## src/rtl/fwd_hazard_unit.sv

```systemverilog
`default_nettype none
// ============================================================================
// fwd_hazard_unit : in-flight destination tracker driving EX bypass selects
//                   and the ID load-use stall.          Revision 1.0
// ============================================================================
module fwd_hazard_unit #(
  parameter  int REG_W      = 5,
  parameter  int NSRC       = 2,
  parameter  int DEPTH      = 2,
  parameter  int LOAD_STAGE = 2,
  localparam int SEL_W      = $clog2(DEPTH + 1)
) (
  input  logic                  clk_i,
  input  logic                  rst_i,
  input  logic                  issue_valid_i,
  input  logic [REG_W-1:0]      issue_rd_i,
  input  logic                  issue_write_i,
  input  logic                  issue_load_i,
  input  logic [NSRC*REG_W-1:0] id_src_i,
  input  logic [NSRC*REG_W-1:0] ex_src_i,
  input  logic                  flush_i,
  input  logic                  stall_ext_i,
  output logic [NSRC*SEL_W-1:0] fwd_sel_o,
  output logic                  hazard_stall_o,
  output logic [15:0]           stall_cnt_o,
  output logic                  fwd_err_o
);

  logic [DEPTH:0]   valid_q, valid_d;
  logic [DEPTH:0]   write_q, write_d;
  logic [DEPTH:0]   load_q,  load_d;
  logic [REG_W-1:0] rd_q [DEPTH+1];
  logic [REG_W-1:0] rd_d [DEPTH+1];
  logic [15:0]      cnt_q, cnt_d;
  logic             err_q, err_d;

  logic [DEPTH:0]   live;
  logic [REG_W-1:0] op_src;
  logic [SEL_W-1:0] op_sel;
  logic             op_early;
  logic             early_hit;

  for (genvar p = 0; p <= DEPTH; p++) begin : g_live
    assign live[p] = valid_q[p] & write_q[p] & (rd_q[p] != '0);
  end

  always_comb begin
    fwd_sel_o = '0;
    early_hit = 1'b0;
    op_src    = '0;
    op_sel    = '0;
    op_early  = 1'b0;
    for (int j = 0; j < NSRC; j++) begin
      op_src   = ex_src_i[j*REG_W +: REG_W];
      op_sel   = '0;
      op_early = 1'b0;
      // Oldest to youngest, so the youngest matching stage is the one kept.
      for (int k = DEPTH; k >= 1; k--) begin
        if (live[k] && (rd_q[k] == op_src)) begin
          op_early = load_q[k] && (k < LOAD_STAGE);
          op_sel   = op_early ? '0 : SEL_W'(k);
        end
      end
      fwd_sel_o[j*SEL_W +: SEL_W] = op_sel;
      early_hit = early_hit | op_early;
    end
  end

  always_comb begin
    hazard_stall_o = 1'b0;
    for (int j = 0; j < NSRC; j++) begin
      for (int p = 0; p < LOAD_STAGE - 1; p++) begin
        if (live[p] && load_q[p] && (rd_q[p] == id_src_i[j*REG_W +: REG_W])) begin
          hazard_stall_o = 1'b1;
        end
      end
    end
  end

  always_comb begin
    valid_d = valid_q;
    write_d = write_q;
    load_d  = load_q;
    rd_d    = rd_q;
    cnt_d   = cnt_q;
    err_d   = err_q | early_hit;
    if (!stall_ext_i) begin
      // A stalled or flushed issue enters EX as a bubble.
      valid_d = {valid_q[DEPTH-1:0], issue_valid_i & ~flush_i & ~hazard_stall_o};
      write_d = {write_q[DEPTH-1:0], issue_write_i};
      load_d  = {load_q[DEPTH-1:0],  issue_load_i};
      for (int k = DEPTH; k >= 1; k--) begin
        rd_d[k] = rd_q[k-1];
      end
      rd_d[0] = issue_rd_i;
      if (hazard_stall_o && (cnt_q != 16'hFFFF)) begin
        cnt_d = cnt_q + 16'd1;
      end
    end
  end

  always_ff @(posedge clk_i or negedge rst_i) begin
    if (!rst_i) begin
      valid_q <= '0;
      write_q <= '0;
      load_q  <= '0;
      for (int p = 0; p <= DEPTH; p++) begin
        rd_q[p] <= '0;
      end
      cnt_q   <= '0;
      err_q   <= 1'b0;
    end else begin
      valid_q <= valid_d;
      write_q <= write_d;
      load_q  <= load_d;
      rd_q    <= rd_d;
      cnt_q   <= cnt_d;
      err_q   <= err_d;
    end
  end

  assign stall_cnt_o = cnt_q;
  assign fwd_err_o   = err_q;

endmodule
`default_nettype wire

```

## config.mk

```make
export PLATFORM = sky130hd
export DESIGN_NAME = fwd_hazard_unit
export DESIGN_NICKNAME = d
export VERILOG_FILES = /design/src/rtl/fwd_hazard_unit.sv
export SDC_FILE = /design/constraint.sdc
export NUM_CORES = 1
export LEC_CHECK = 0
export CAP_MARGIN = 5
export CORE_MARGIN = 1
export CORE_UTILIZATION = 52
export DETAILED_ROUTE_END_ITERATION = 8
export GPL_ROUTABILITY_DRIVEN = 0
export PLACE_DENSITY = 0.85
export SLEW_MARGIN = 20
export SYNTH_ARGS = -nofsm -noshare
export SYNTH_HDL_FRONTEND = slang
export SYNTH_SLANG_ARGS = --single-unit
```

## constraint.sdc

```tcl
create_clock -name clk_i -period 3 [get_ports clk_i]
set_input_delay 0.75 -clock clk_i [delete_from_list [all_inputs] [get_ports clk_i]]
set_output_delay 0.75 -clock clk_i [all_outputs]
set_load 0.01 [all_outputs]
```

Yosys cells after proc, flatten, opt, wreduce, memory -nomap -nowiden
Index checks and enable logic that the tools add are counted.
Widths: inputs -> output; s select.
{ "word_totals": {"register_bits": 40, "input_bits": 32, "out_inout_bits": 22, "elab_cells": 50} }
{ "op_classes": {"addsub": 1, "eq_ne": 7, "mux": 9, "n_bitwise": 13, "n_reduce_logical": 12} }
{ "ops": {"columns": ["operator", "n"], "rows": [
  ["$eq 5x5->1", 6],
  ["$add 16x1->16 const B", 1],
  ["$ne 16x16->1 const B", 1],
  ["$reduce_bool 5->1", 3],
  ["$and 1x1->1", 8],
  ["$logic_and 1x1->1", 8],
  ["$mux 2", 4],
  ["$mux 1", 5],
  ["$not 1->1", 3],
  ["$or 1x1->1", 2],
  ["$reduce_and 2->1", 1]
]} }

Longest topological paths before layout
{ "logic_depth": {"word_depth": 8, "depth_mapped": 7, "mapped_depth_nobuf": 6} }

Worst setup path after synthesis
No wires, ideal clock.
{ "synth_timing": {"path_kind": "in2out", "startpoint": "in id_src_i[4]", "endpoint": "out hazard_stall_o", "t_arrival_ns": 1.662, "required_time_ns": 2.250, "slack_ns": 0.588, "stages": 4, "n_path_buf": 0, "path_cell_list": "xnor2_1 -> nand3_1 -> o22ai_1 -> nor3b_1"} }
{ "synth_between": {"elab_chain_len": 4} }
{ "synth_rtl": {"columns": ["item", "line_no", "text"], "rows": [
  ["from (decl)", "19", "input logic [NSRC*REG_W-1:0] id_src_i,"],
  ["$eq 5x5->1", "73", "if (live[p] && load_q[p] && (rd_q[p] == id_src_i[j*REG_W +: REG_W])) begin"],
  ["$logic_and 1x1->1", "73", null],
  ["$mux 1 (2 in series)", "73", null],
  ["to (decl)", "24", "output logic hazard_stall_o,"]
]} }
No other way between the ends.

Worst setup path after layout
{ "layout_timing": {"startpoint": "in ex_src_i[5]", "endpoint": "out fwd_sel_o[2]"} }
{ "layout_between": {"elab_chain_len": 3} }
{ "layout_rtl": {"columns": ["item", "line_no", "text"], "rows": [
  ["from (decl)", "20", "input logic [NSRC*REG_W-1:0] ex_src_i,"],
  ["$eq 5x5->1", "59", "if (live[k] && (rd_q[k] == op_src)) begin"],
  ["$logic_and 1x1->1", "59", null],
  ["$mux 2", "59", null],
  ["to (decl)", "23", "output logic [NSRC*SEL_W-1:0] fwd_sel_o,"]
]} }
No other way between the ends.

==> impl_results.md <==
- Status: completed
- Post-detail-place hpwl: about 3.1 mm
- Yosys warns: 0
- CTS tree: built
- Total die area: roughly 0.0043 mm^2
- Total track usage: 0.220
- Setup crit end kind: primary output
- Tmin final: 2970 ps
- Reg2reg end: stall_cnt_o[15]
- Max cap viols: 0
- Reg-to-reg startpoint: stall_cnt_o[0]
- X dimension of the die: between 60 and 70 um
- Num ports: between 50 and 60
- Hold Crit Class: flop to flop
- Top cell type's share of synthesized area: 0.474
- Slew margin rel.: 0.432
- WHS Endpoint: fwd_err_o
- Gr ovfl total: 0
- Max Buffers Root-to-Sink: 2
- Setup Viol. Count Final: 0
- Number of distinct library cells after synthesis: 31
- Hold buffer count at CTS: 0
- Area Growth Syn to Fin: 34.0%
- Slowest stage delay, CP: roughly 450 ps
- Slew Limit Fails: 0
- Clock Skews: ~4.3 ps
- Worst Path Max Fanout: 2
- Layout cells sized above 1: 0.200
- Clock Root Buffer: clkbuf_8
- Starting DRT DRC Count: 64
- Flop-to-flop setup slack: about 920 ps
- CTS clk-pin slew, worst paths: 70 ps
- Fill cells: 272
- Hold path depth: 1
- Commonest cells post-synth: dfrtp_1, xnor2_1, mux2_2
- Initial antenna violation count: 0
- Sink Count: 40
- Most used DFF post-synth: dfrtp_1
- Crit Path Category: input pin to primary output
- First-pass GRT wire length: 7.05 mm
- Later-pin clock latency in the skew report: around 290 ps
- Via count: between 1500 and 2000
- Max Clock Freq: roughly 340 MHz
- CTS Buf Count: 5
- P_leak: about 1.2 nW
- H-tree Lvls: 2
- WP data arrival: approximately 2200 ps
- Synthesized cell area: about 0.0021 mm^2
- EDFF count, synth: 0
- Tightest Pin Transition: about 850 ps
- Count leader, synth: dfrtp_1
- Syn_area_per_cell: about 12 um^2
- Data required time of the critical path: between 2000 and 2500 ps
- Slowest cell on crit path: clkdlybuf4s50_1
- Vias in the first global route: about 1600
- Async set-reset flop share out of synthesis: 1.00
- Synthesized flop and latch total: 40
- Residual DRC: 0
- Cells after Synth: 181
- Net Count, Synth: roughly 210
- Area contributors post-synth: dfrtp_1, mux2_2, xnor2_1
- Fin Hold WS: between 400 and 500 ps
- Diode count: 0
- Post-synthesis sequential area ratio: 0.474
- Leading area contributor after synthesis: dfrtp_1
- Final Total Pwr: 1.23 mW
- Cell Rows: 22
- Worst R2R Path Depth: 6
- Util after Layout: 0.750
- PwrDens: 434 mW/mm^2
- Final hold violations: 0
- DRT antenna net count: 0
- Wire per inst: between 10 and 15 um
- Initial Util: 0.560
- Startpoint types: input pin
- Final worst-path cycle share: 0.989
- IO Port Bufs: 53
- Crit path cell chain: clkdlybuf4s50_1 -> xor2_1 -> nor3_2 -> nand4_1 -> buf_4 -> nor2_1 -> dlygate4sd2_1
- 1st-pass router iterations: 4
- Hold_sp: fwd_err_o
- Core area: about 0.0038 mm^2
- Vias/cell: 5.45
- Peak supply drop: 0.309 mV
- Largest net degree at the start of global routing: 41
- Die Y: between 60 and 70 um
- Number of nets in the layout: between 200 and 300
- WL final: approximately 4.3 mm
-- per-stage QoR --
step | instance area [um^2] | std cells | TNS, ps | setup WS, ps
after floorplan | 2110 | 181 | 0 | 588
final | 2830 | 293 | 0 | 32.8
after global routing | 2830 | 293 | -63.7 | -19.5
after global placement | 2720 | 284 | -978 | -279
after CTS | 2800 | 291 | 0 | 1.03
after detailed placement | 2720 | 284 | -1050 | -316
-- state kept, by name, summed over array words and instances, names as in the netlist --
name and cells:
rd_q 15, fwd_err_o 1, stall_cnt_o 16, load_q 2
write_q 3, valid_q 3
-- cell usage in the layout (no fill, tap or decap), types with 2 or more instances in the layout --
cell type / Yosys / layout
and3_1: 3 / 3
clkbuf_8: 0 / 5
xnor2_1: 29 / 29
nor4_1: 3 / 2
nand4_1: 7 / 7
buf_4: 1 / 9
inv_1: 2 / 2
nand3_1: 12 / 12
or4_1: 3 / 3
dlygate4sd2_1: 0 / 3
nor2_1: 6 / 6
nand2_1: 10 / 10
dfrtp_1: 40 / 40
mux2_2: 23 / 23
xor2_1: 16 / 16
clkdlybuf4s50_1: 0 / 46
nor3b_2: 5 / 6
and4_1: 2 / 2
-- layer usage --
layer / track usage / up-vias / wire length [um] / share of wire
met1: 0.285 / 784 / 2010 / 0.47
met2: 0.355 / 36 / 2060 / 0.48
met4: 0.0897 / 0 / 62 / 0.015
met5: 0 / - / 0 / 0
met3: 0.0451 / 7 / 145 / 0.034
li1: - / 770 / - / -
-- power by group --
part / internal [mW] / switching, mW / leakage [nW]
clock network: 0.158 / 0.172 / 0.0410
logic: 0.150 / 0.0922 / 0.637
registers: 0.591 / 0.0645 / 0.505
-- worst max-delay path by stage --
stage	cells after the start	to	startpoint	slack (ps)
2_1_floorplan	4	hazard_stall_o	id_src_i[4]	590
3_3_place_gp	7	hazard_stall_o	id_src_i[0]	-280
3_5_place_dp	7	hazard_stall_o	id_src_i[2]	-320
4_1_cts	6	fwd_sel_o[3]	ex_src_i[5]	1
5_1_grt	7	fwd_sel_o[2]	ex_src_i[5]	-20
6_report	7	fwd_sel_o[2]	ex_src_i[5]	30
-- cell type report --
| type | instances | area, um^2 | area share |
|---|---|---|---|
| Tap cell | 48 | 60.1 | 0.0212 |
| Clock buffer | 6 | 72.6 | 0.0257 |
| Clock inverter | 1 | 5.00 | 0.00177 |
| Timing Repair Buffer | 62 | 587 | 0.208 |
| Inverter | 2 | 7.51 | 0.00265 |
| Multi-Input combinational cell | 134 | 1090 | 0.387 |
| Sequential cell | 40 | 1000 | 0.354 |
-- worst max-delay path: cells and delay by family --
family	cells	cell delay (ps)
buffers and inverters	3	880
and+or+nand+nor	3	410
xor gates and xnor gates	1	170
-- timing repair --
item / in CTS / in global routing
pin swaps: 3 / 6
endpoints found under the setup margin: 5 / 3
gates resized for setup: 7 / 6
buffers inserted: 0 / 2
-- kinds of logic (layout without fill, tap and decap cells) --
kind of cell	Yosys count	count (layout)	synth area share
simple gates	59	59	0.171
xor+xnor	45	45	0.187
flops	40	40	0.474
mux	23	23	0.123
buf+inv	7	71	0.0178
compound gates	6	6	0.0213
fa+ha+maj	1	1	0.00593
No activity file was read; power rests on OpenSTA's default activity.
